<file path="src/rtl/video_timing_detector.sv">
// rtl/video_timing_detector.sv - measures incoming raster timing and locks onto it
//
// Watches hsync/vsync/de on the pixel clock. It measures the line length, the
// frame length, the active pixels per line and the active lines per frame. It
// asserts locked once LOCK_FRAMES consecutive identical clean frames are seen.
//
// Ports:
//   pixel_clk, rst_n    pixel clock; asynchronous active-low reset
//   hsync, vsync        sync inputs; active level set by HS_POL / VS_POL
//   de                  data enable, active-high
//   h_total, v_total    locked line length (clocks) / frame length (lines)
//   h_active, v_active  locked active pixels per line / active lines per frame
//   locked              measurement outputs valid and stable
//   frame_start         one-cycle pulse per vsync leading edge
//   timeout             one-cycle pulse when the line or frame counter saturates

module video_timing_detector #(
  parameter int unsigned CW          = 12,
  parameter int unsigned LOCK_FRAMES = 2,
  parameter bit          HS_POL      = 1'b1,
  parameter bit          VS_POL      = 1'b1
) (
  input  logic          pixel_clk,
  input  logic          rst_n,
  input  logic          hsync,
  input  logic          vsync,
  input  logic          de,
  output logic [CW-1:0] h_total,
  output logic [CW-1:0] v_total,
  output logic [CW-1:0] h_active,
  output logic [CW-1:0] v_active,
  output logic          locked,
  output logic          frame_start,
  output logic          timeout
);

  typedef enum logic [1:0] {SEARCH = 2'd0, VERIFY = 2'd1, LOCKED = 2'd2} state_e;

  localparam logic [CW-1:0] CNT_MAX = '1;
  localparam logic [3:0]    LOCK_N  = 4'(LOCK_FRAMES);

  // Input stage. Syncs are normalised as they are registered, so the reset
  // value 0 means "not asserted" for either polarity and no edge is seen at reset.
  logic hs_s_q, vs_s_q, de_s_q;
  logic hs_p_q, vs_p_q, de_p_q;
  logic hs_le_q, vs_le_q, de_fe_q, de_a_q;

  always_ff @(posedge pixel_clk or negedge rst_n) begin
    if (!rst_n) begin
      hs_s_q  <= 1'b0;
      vs_s_q  <= 1'b0;
      de_s_q  <= 1'b0;
      hs_p_q  <= 1'b0;
      vs_p_q  <= 1'b0;
      de_p_q  <= 1'b0;
      hs_le_q <= 1'b0;
      vs_le_q <= 1'b0;
      de_fe_q <= 1'b0;
      de_a_q  <= 1'b0;
    end else begin
      hs_s_q  <= (hsync == HS_POL);
      vs_s_q  <= (vsync == VS_POL);
      de_s_q  <= de;
      hs_p_q  <= hs_s_q;
      vs_p_q  <= vs_s_q;
      de_p_q  <= de_s_q;
      hs_le_q <= hs_s_q & ~hs_p_q;
      vs_le_q <= vs_s_q & ~vs_p_q;
      de_fe_q <= ~de_s_q & de_p_q;
      de_a_q  <= de_s_q;
    end
  end

  state_e        state_q, state_d;
  logic [CW-1:0] h_cnt_q, h_cnt_d, de_cnt_q, de_cnt_d;
  logic [CW-1:0] v_cnt_q, v_cnt_d, va_cnt_q, va_cnt_d;
  logic [CW-1:0] ref_h_q, ref_h_d, ref_de_q, ref_de_d;
  logic          ref_h_vld_q, ref_h_vld_d, ref_de_vld_q, ref_de_vld_d;
  logic          bad_q, bad_d, skip_q, skip_d, de_seen_q, de_seen_d;
  logic [CW-1:0] cand_h_q, cand_h_d, cand_v_q, cand_v_d;
  logic [CW-1:0] cand_de_q, cand_de_d, cand_va_q, cand_va_d;
  logic [3:0]    match_q, match_d;
  logic [CW-1:0] h_total_q, h_total_d, v_total_q, v_total_d;
  logic [CW-1:0] h_active_q, h_active_d, v_active_q, v_active_d;
  logic          locked_q, locked_d, frame_start_q, frame_start_d;
  logic          timeout_q, timeout_d;
  logic          meas_eq;

  always_ff @(posedge pixel_clk or negedge rst_n) begin
    if (!rst_n) begin
      state_q       <= SEARCH;
      h_cnt_q       <= '0;
      de_cnt_q      <= '0;
      v_cnt_q       <= '0;
      va_cnt_q      <= '0;
      ref_h_q       <= '0;
      ref_de_q      <= '0;
      ref_h_vld_q   <= 1'b0;
      ref_de_vld_q  <= 1'b0;
      bad_q         <= 1'b0;
      skip_q        <= 1'b0;
      de_seen_q     <= 1'b0;
      cand_h_q      <= '0;
      cand_v_q      <= '0;
      cand_de_q     <= '0;
      cand_va_q     <= '0;
      match_q       <= '0;
      h_total_q     <= '0;
      v_total_q     <= '0;
      h_active_q    <= '0;
      v_active_q    <= '0;
      locked_q      <= 1'b0;
      frame_start_q <= 1'b0;
      timeout_q     <= 1'b0;
    end else begin
      state_q       <= state_d;
      h_cnt_q       <= h_cnt_d;
      de_cnt_q      <= de_cnt_d;
      v_cnt_q       <= v_cnt_d;
      va_cnt_q      <= va_cnt_d;
      ref_h_q       <= ref_h_d;
      ref_de_q      <= ref_de_d;
      ref_h_vld_q   <= ref_h_vld_d;
      ref_de_vld_q  <= ref_de_vld_d;
      bad_q         <= bad_d;
      skip_q        <= skip_d;
      de_seen_q     <= de_seen_d;
      cand_h_q      <= cand_h_d;
      cand_v_q      <= cand_v_d;
      cand_de_q     <= cand_de_d;
      cand_va_q     <= cand_va_d;
      match_q       <= match_d;
      h_total_q     <= h_total_d;
      v_total_q     <= v_total_d;
      h_active_q    <= h_active_d;
      v_active_q    <= v_active_d;
      locked_q      <= locked_d;
      frame_start_q <= frame_start_d;
      timeout_q     <= timeout_d;
    end
  end

  always_comb begin
    state_d       = state_q;
    h_cnt_d       = h_cnt_q;
    de_cnt_d      = de_cnt_q;
    v_cnt_d       = v_cnt_q;
    va_cnt_d      = va_cnt_q;
    ref_h_d       = ref_h_q;
    ref_de_d      = ref_de_q;
    ref_h_vld_d   = ref_h_vld_q;
    ref_de_vld_d  = ref_de_vld_q;
    bad_d         = bad_q;
    skip_d        = skip_q;
    de_seen_d     = de_seen_q | de_a_q;
    cand_h_d      = cand_h_q;
    cand_v_d      = cand_v_q;
    cand_de_d     = cand_de_q;
    cand_va_d     = cand_va_q;
    match_d       = match_q;
    h_total_d     = h_total_q;
    v_total_d     = v_total_q;
    h_active_d    = h_active_q;
    v_active_d    = v_active_q;
    frame_start_d = 1'b0;
    timeout_d     = 1'b0;
    meas_eq       = 1'b0;

    if (hs_le_q)                 h_cnt_d = CW'(1);
    else if (h_cnt_q != CNT_MAX) h_cnt_d = h_cnt_q + CW'(1);

    if (de_fe_q)                               de_cnt_d = '0;
    else if (de_a_q && de_cnt_q != CNT_MAX)    de_cnt_d = de_cnt_q + CW'(1);

    // Line close is handled before frame close, so a coincident hsync edge
    // contributes its line to the frame that is ending.
    if (hs_le_q) begin
      if (v_cnt_q != CNT_MAX)              v_cnt_d  = v_cnt_q + CW'(1);
      if (de_seen_q && va_cnt_q != CNT_MAX) va_cnt_d = va_cnt_q + CW'(1);
      de_seen_d = de_a_q;
      if (skip_q) begin
        skip_d = 1'b0;
      end else if (!ref_h_vld_q) begin
        ref_h_d     = h_cnt_q;
        ref_h_vld_d = 1'b1;
      end else if (h_cnt_q != ref_h_q) begin
        bad_d = 1'b1;
      end
    end

    if (de_fe_q) begin
      if (!ref_de_vld_q) begin
        ref_de_d     = de_cnt_q;
        ref_de_vld_d = 1'b1;
      end else if (de_cnt_q != ref_de_q) begin
        bad_d = 1'b1;
      end
    end

    meas_eq = (ref_h_d == cand_h_q) && (v_cnt_d == cand_v_q) &&
              (ref_de_d == cand_de_q) && (va_cnt_d == cand_va_q);

    if (vs_le_q) begin
      frame_start_d = 1'b1;
      if (state_q == SEARCH) begin
        state_d = VERIFY;
        match_d = '0;
        skip_d  = 1'b1;
      end else if (!(state_q == LOCKED && !bad_d && meas_eq)) begin
        state_d = VERIFY;
        if (bad_d) begin
          match_d = '0;
        end else if (meas_eq) begin
          match_d = match_q + 4'd1;
        end else begin
          cand_h_d  = ref_h_d;
          cand_v_d  = v_cnt_d;
          cand_de_d = ref_de_d;
          cand_va_d = va_cnt_d;
          match_d   = 4'd1;
        end
        if (match_d == LOCK_N) state_d = LOCKED;
      end
      v_cnt_d      = '0;
      va_cnt_d     = '0;
      ref_h_vld_d  = 1'b0;
      ref_de_vld_d = 1'b0;
      bad_d        = 1'b0;
    end

    // Fires only on the cycle a counter first hits its ceiling; the counter then
    // sits saturated, so the pulse is not repeated.
    if ((h_cnt_d == CNT_MAX && h_cnt_q != CNT_MAX) ||
        (v_cnt_d == CNT_MAX && v_cnt_q != CNT_MAX)) begin
      timeout_d = 1'b1;
      match_d   = '0;
      state_d   = SEARCH;
    end

    if (state_d == LOCKED && state_q != LOCKED) begin
      h_total_d  = cand_h_d;
      v_total_d  = cand_v_d;
      h_active_d = cand_de_d;
      v_active_d = cand_va_d;
    end
    locked_d = (state_d == LOCKED);
  end

  assign h_total     = h_total_q;
  assign v_total     = v_total_q;
  assign h_active    = h_active_q;
  assign v_active    = v_active_q;
  assign locked      = locked_q;
  assign frame_start = frame_start_q;
  assign timeout     = timeout_q;

endmodule
</file>
<file path="config.mk">
export PLATFORM = sky130hd
export DESIGN_NAME = video_timing_detector
export DESIGN_NICKNAME = d
export VERILOG_FILES = /design/src/rtl/video_timing_detector.sv
export SDC_FILE = /design/constraint.sdc
export NUM_CORES = 1
export LEC_CHECK = 0
export ABC_AREA = 0
export BUFFER_PORTS_ARGS = -buffer_cell sky130_fd_sc_hd__buf_4
export CAP_MARGIN = 20
export CORE_MARGIN = 3
export CORE_UTILIZATION = 40
export CTS_CLUSTER_DIAMETER = 50
export DETAILED_ROUTE_END_ITERATION = 16
export GPL_TIMING_DRIVEN = 0
export SLEW_MARGIN = 20
export SYNTH_ARGS = -nofsm -noshare
export SYNTH_HDL_FRONTEND = slang
export SYNTH_SLANG_ARGS = --single-unit
export TNS_END_PERCENT = 30
</file>
<file path="constraint.sdc">
create_clock -name pixel_clk -period 5.9 [get_ports pixel_clk]
set_clock_uncertainty 0.05 [all_clocks]
set_input_delay 1.18 -clock pixel_clk [delete_from_list [all_inputs] [get_ports pixel_clk]]
set_output_delay 1.18 -clock pixel_clk [all_outputs]
set_load 0.05 [all_outputs]
</file>
==> results of run 1 <==
-- critical path, delay by kind of cell, from the launching register on --
family          cells  cell delay, ps
fa+ha+maj           1             200
flops               1             460
compound gates      4             810
buf+inv             2             470
simple gates        4            1340
mux                 1             350
xor+xnor            1             390
-- worst paths after layout --
path                               end  slack (ps)  cells past startpoint
setup / recovery            h_total[5]        1680                     13
hold / removal                  vs_p_q         320                      0
setup reg to reg            h_total[5]        1680                     13
hold reg to reg                 vs_p_q         320                      0
max in group asynchronous  cand_h_q[5]        4220                      3
min in group asynchronous   v_total[1]         490                      1
-- layer usage --
metal | routed length [um] | vias to the layer above | GRT usage [%]
met5 | 0 | - | 0
met4 | 687 | 0 | 6.65
met3 | 1430 | 53 | 3.54
met2 | 14600 | 265 | 36.0
met1 | 14500 | 4342 | 31.5
li1 | - | 4192 | -
-- logic make-up after synthesis --
kind of cell,Yosys count,synth area share [%]
adder cells (fa/ha/maj),5,0.601
multiplexers,38,4.07
AND/OR/NAND/NOR,470,23.0
XOR/XNOR,78,6.71
buffers and inverters,115,4.84
flip-flops,191,45.9
AO/OA/AOI/OAI,240,14.9
-- cell usage in the layout (no fill, tap or decap), types with 17 or more instances in the layout --
master	Yosys	routed
buf_2	27	27
nand2b_1	20	20
clkbuf_16	0	17
nand2_1	138	138
nor2_1	109	109
clkbuf_1	36	37
o21ai_1	38	38
nand3_1	37	37
nor3_1	22	22
mux2i_1	30	30
a31oi_1	24	24
xnor2_1	28	28
nor4_1	23	23
dfrtp_1	191	191
xor2_1	49	49
o21ai_0	35	35
a21oi_1	56	56
inv_1	42	42
buf_4	2	56
nand4_1	31	31
-- power by group through the flow --
stage | registers (mW) | logic (mW) | clock network (mW)
after floorplan | 1.65 | 0.770 | 0
after global placement | 1.70 | 1.07 | 0
after detailed placement | 1.70 | 1.08 | 0
after CTS | 1.68 | 1.09 | 1.21
after global routing | 1.71 | 1.22 | 1.26
final | 1.68 | 1.09 | 1.19
-- per-stage QoR --
stage | hold slack [ps] | area [sq um] | power, mW
2_1_floorplan | 297 | 10400 | 2.42
3_3_place_gp | 305 | 11200 | 2.77
3_5_place_dp | 307 | 11300 | 2.79
4_1_cts | 325 | 11900 | 3.98
5_1_grt | 339 | 11900 | 4.19
6_report | 324 | 11900 | 3.97
-- Yosys cell counts, drive strengths merged (7+ instances only) --
| cell type | n |
|---|---|
| a21o | 8 |
| a21oi | 57 |
| a31oi | 24 |
| and3 | 9 |
| and4 | 9 |
| buf | 36 |
| clkbuf | 37 |
| dfrtp | 191 |
| inv | 42 |
| mux2i | 33 |
| nand2 | 141 |
| nand2b | 20 |
| nand3 | 39 |
| nand4 | 32 |
| nor2 | 109 |
| nor2b | 16 |
| nor3 | 24 |
| nor4 | 26 |
| o2111ai | 8 |
| o211ai | 7 |
| o21a | 8 |
| o21ai | 73 |
| o22ai | 7 |
| o31ai | 12 |
| or3 | 11 |
| xnor2 | 28 |
| xor2 | 49 |
-- area by class of cell --
type	count	area, sq um
timing repair buffer	57	475
clock buffer	18	429
sequential	191	4780
clock inverter	14	165
fill	2478	13500
tap	330	413
inverter	42	158
multi-input combinational	831	5130
buffer	73	347
==> impl_metrics.ini, run 1 <==
[worst_setup_path]
path_max_fanout = 10
crit_start = v_cnt_q[0]
worstReg2RegStart = v_cnt_q[0]
cp-start-kind = register
crit_chain = ha_1 > buf_6 > nand3_1 > o41ai_2 > mux2i_1 > xor2_1 > o2111ai_1 > nor4_2 > and4_2 > a21oi_2 > clkbuf_1 > nor2_1 > o21ai_1
slowest_stage = dfrtp_1
cp_slowest_stage_delay_ps = 460
crit_path_end_kind = register
arrival_ps = 4480
path_class = register to register
cp_data_required_time_ps = 6160

[power]
p_comb_share_pct = 27.6
peakVddDrop_mv = 0.187
switchingPower_mw = 1.46
leakage_nw = 5.34
internal_power_mw = 2.51
switching_share_pct = 36.7
seqPwrFrac_pct = 42.4
p_per_area_mw_per_mm2 = 334
clockPowerShare_pct = 30.1

[grt]
grt_pass1_vias = 8682
grt-ovfl-total = 0
antenna_found_initial = 0
grt_use_total_pct = 22.4
grt_pass1_wl_mm = 50.1
grt_max_degree = 90

[cts]
cts_max_level = 4
cts_tree = yes
cts.sinks = 191
cts_buffers = 17
cts_resized = 0
clkSlewWorstSetupHoldPaths_ps = 80
cts_setup_buffers = 0
clk_path_buf_depth = 2
hold_buffers = 0
clk_latency_ps = 450
cts-root-buf = clkbuf_16

[timing]
tns_ps = 0
grt_setup_unrepaired = false
timing.final.ws_setup_ps = 1680
finalSetupViolations = 0
timing.fmax_ghz = 0.237
finalHoldViolCount = 0
slew_viol_final = 0
fin_crit_sh_pct = 71.5
worstMarginPinSlew_ps = 853
fin_crit_ps = 4220
slew_headroom_pct = 42.6

[die]
coreArea_sq_mm = 0.0254
die-area_sq_mm = 0.0280
die_h_um = 167
io_pins = 56
start_util_pct = 41.0
rows = 58
die_w_um = 167

[logic_synthesis]
async_flop_share_pct = 100
synth_area_sq_mm = 0.0104
synth_area_leader_cell = dfrtp_1
synth_cells = 1137
ys_seq_area_share_pct = 45.9
yosysTopAreaCellShare_pct = 45.9
synth-seq-cells = 191
ys_types = 82
ys.flop_type = dfrtp_1
yosys_warnings = 0
avgSynthCellArea_sq_um = 9.16
synth_edf_count = 0
syn-num-nets = 1147
yosys-top-cells-area = dfrtp_1 46%, nand2_1 5.0%, xor2_1 4.1%, nor2_1 3.9%, mux2i_1 2.9%

[routing]
drtIter0Drc = 755
drt-total-wl_mm = 31.2
firstDrtPassIters = 7
drc_errors = 0
routed_via_density = 5.69
ant_nets = 0
num_vias = 8852
wire_per_inst_um = 20.1

[finish]
finalNetCount = 1223
num_antenna_cells = 0
area_growth_pct = 14.2
layout-drive-gt1-share_pct = 12.6
postLayoutCoreUtil_pct = 46.8
finalNonFillerCells = 1556

[placed_design]
placed_cells = 1524
place_congestion = 0.958
post-place-ws_ps = 1760
place_hpwl_mm = 23.1
io_buffers = 55

[hold_path]
hold_path_class = register to register
hold_start = vs_s_q

[run_status]
status = finished clean

[flow_run]
drv_cap = 0
Note: power is estimated with default switching activity, not from simulation.
==> inputs of run 2 (changes only) <==
==> constraint.sdc (replaced) <==
create_clock -name pixel_clk -period 4.25 [get_ports pixel_clk]
set_clock_uncertainty 0.05 [all_clocks]
set_input_delay 0.85 -clock pixel_clk [delete_from_list [all_inputs] [get_ports pixel_clk]]
set_output_delay 0.85 -clock pixel_clk [all_outputs]
set_load 0.05 [all_outputs]
==> run 2 against run 1 <==
  * Cell count increased by 0.13%
  * Count of clock-buffer cells in the layout unchanged
  * Non-clock buffer count up 2
  * Critical path depth is 1 higher
  * Sequential share of layout area down 0.35 points
  * Design area grew 0.88%
  * Die area is the same
  * Worst setup slack worse by 1400 ps
  * First-iteration DRC count rose by 8.3%
  * Clock power is 39% higher
  * Global-route usage did not move
  * Largest power group unchanged
  * Sequential power increased by 39%
  * Critical path type unchanged
==> impl_metrics.ini, run 2 (synthesis gave the netlist of run 1 again) <==
[run_status]
status = finished clean

[cts]
clkSlewWorstSetupHoldPaths_ps = 80
clk_path_buf_depth = 2
cts-root-buf = clkbuf_16
cts.sinks = 191
clk_latency_ps = 450
hold_buffers = 0
cts_tree = yes
cts_max_level = 4
cts_buffers = 17

[worst_setup_path]
cp_data_required_time_ps = 4520
arrival_ps = 4250
crit_path_end_kind = register
path_max_fanout = 10
cp-start-kind = register
path_class = register to register

[flow_run]
drv_cap = 0

[routing]
drtIter0Drc = 818
ant_nets = 0
drt-total-wl_mm = 31.4
drc_errors = 0
routed_via_density = 5.70
num_vias = 8881
wire_per_inst_um = 20.1
firstDrtPassIters = 7

[finish]
area_growth_pct = 15.3
postLayoutCoreUtil_pct = 47.2
layout-drive-gt1-share_pct = 13.8
final_cell_mix = 191 x dfrtp_1, 138 x nand2_1, 106 x nor2_1
num_antenna_cells = 0
finalNetCount = 1225
design_area_sq_mm = 0.0120
mostFrequentLayoutCell = dfrtp_1

[die]
rows = 58
start_util_pct = 41.0
coreArea_sq_mm = 0.0254
die_w_um = 167
die-area_sq_mm = 0.0280
io_pins = 56
die_h_um = 167

[timing]
fin_crit_sh_pct = 93.7
finalSetupViolations = 0
slew_headroom_pct = 45.8
fin_crit_ps = 3980
slew_viol_final = 0
timing.fmax_ghz = 0.251
worstMarginPinSlew_ps = 813
finalHoldViolCount = 0

[grt]
antenna_found_initial = 0
grt_max_degree = 90
grt_use_total_pct = 22.4
grt_pass1_vias = 8682
grt-ovfl-total = 0
grt_pass1_wl_mm = 50.1

[power]
finalPower_mw = 5.55
leakage_nw = 5.38
p_per_area_mw_per_mm2 = 462
peakVddDrop_mv = 0.260

[placed_design]
placed_area_sq_mm = 0.0113
place_congestion = 0.958
io_buffers = 55
place_hpwl_mm = 23.1

[hold_path]
hold_path_class = input pin to asynchronous set/reset pin
## run 2: changes by cell type in the layout (fill, tap and decap cells not counted), sizes merged
cell,delta
buf,+2
## run 2: power breakdown
part           switching [mW]  internal [mW]
registers               0.286           2.05
logic                   0.941          0.600
clock network           0.820          0.844
total                    2.05           3.50
## run 2: cell type report
cell class | instances | area (sq um)
multi-input combinational | 831 | 5220
clock buffer | 18 | 429
clock inverter | 14 | 165
fill | 2472 | 13400
inverter | 42 | 158
timing repair buffer | 59 | 490
sequential | 191 | 4780
tap | 330 | 413
buffer | 73 | 348
## run 2: path summary, 6_finish.rpt
kind,end,depth (start not counted),slack (ps),startpoint
max,h_active[10],14,270,v_cnt_q[0]
min,v_total[1],1,160,rst_n
min reg2reg,vs_p_q,0,320,vs_s_q
min in group pixel_clk,vs_p_q,0,320,vs_s_q
max in group asynchronous,cand_h_q[5],3,2900,rst_n
max reg2reg,h_active[10],14,270,v_cnt_q[0]
## run 2: timing repair
action | in CTS | in global routing
setup buffers | 0 | 2
endpoints found under the setup margin | 0 | 86
resized for setup | 0 | 19
## run 2: worst max-delay path: stages, from the launching register on
cell and delay (ps):
dfrtp_1 460, ha_1 200, buf_6 150, nand3_1 220, nor3_2 480, nor3_1 160, xnor2_2 230, a211o_1 340
nor4_2 380, and4_4 330, nand4_2 130, buf_4 240, buf_2 280, nand2_1 120, o21ai_1 70
## run 2: routing by layer
metal  part of all wire (%)  track usage, %  wire (um)
met5                      0               0          0
met4                    2.1            6.65        661
met3                    4.6            3.54       1440
met2                     47            36.0      14700
met1                     46            31.5      14600
## run 2: per-stage QoR
| step | setup WS [ps] | instances | setup TNS [ps] | hold slack, ps |
|---|---|---|---|---|
| after floorplan | 953 | 1137 | 0 | 297 |
| after global placement | 109 | 1522 | 0 | 305 |
| after detailed placement | 105 | 1524 | 0 | 307 |
| after CTS | 72.8 | 1556 | 0 | 157 |
| after global routing | -13.8 | 1558 | -13.8 | 159 |
| final | 268 | 1558 | 0 | 156 |
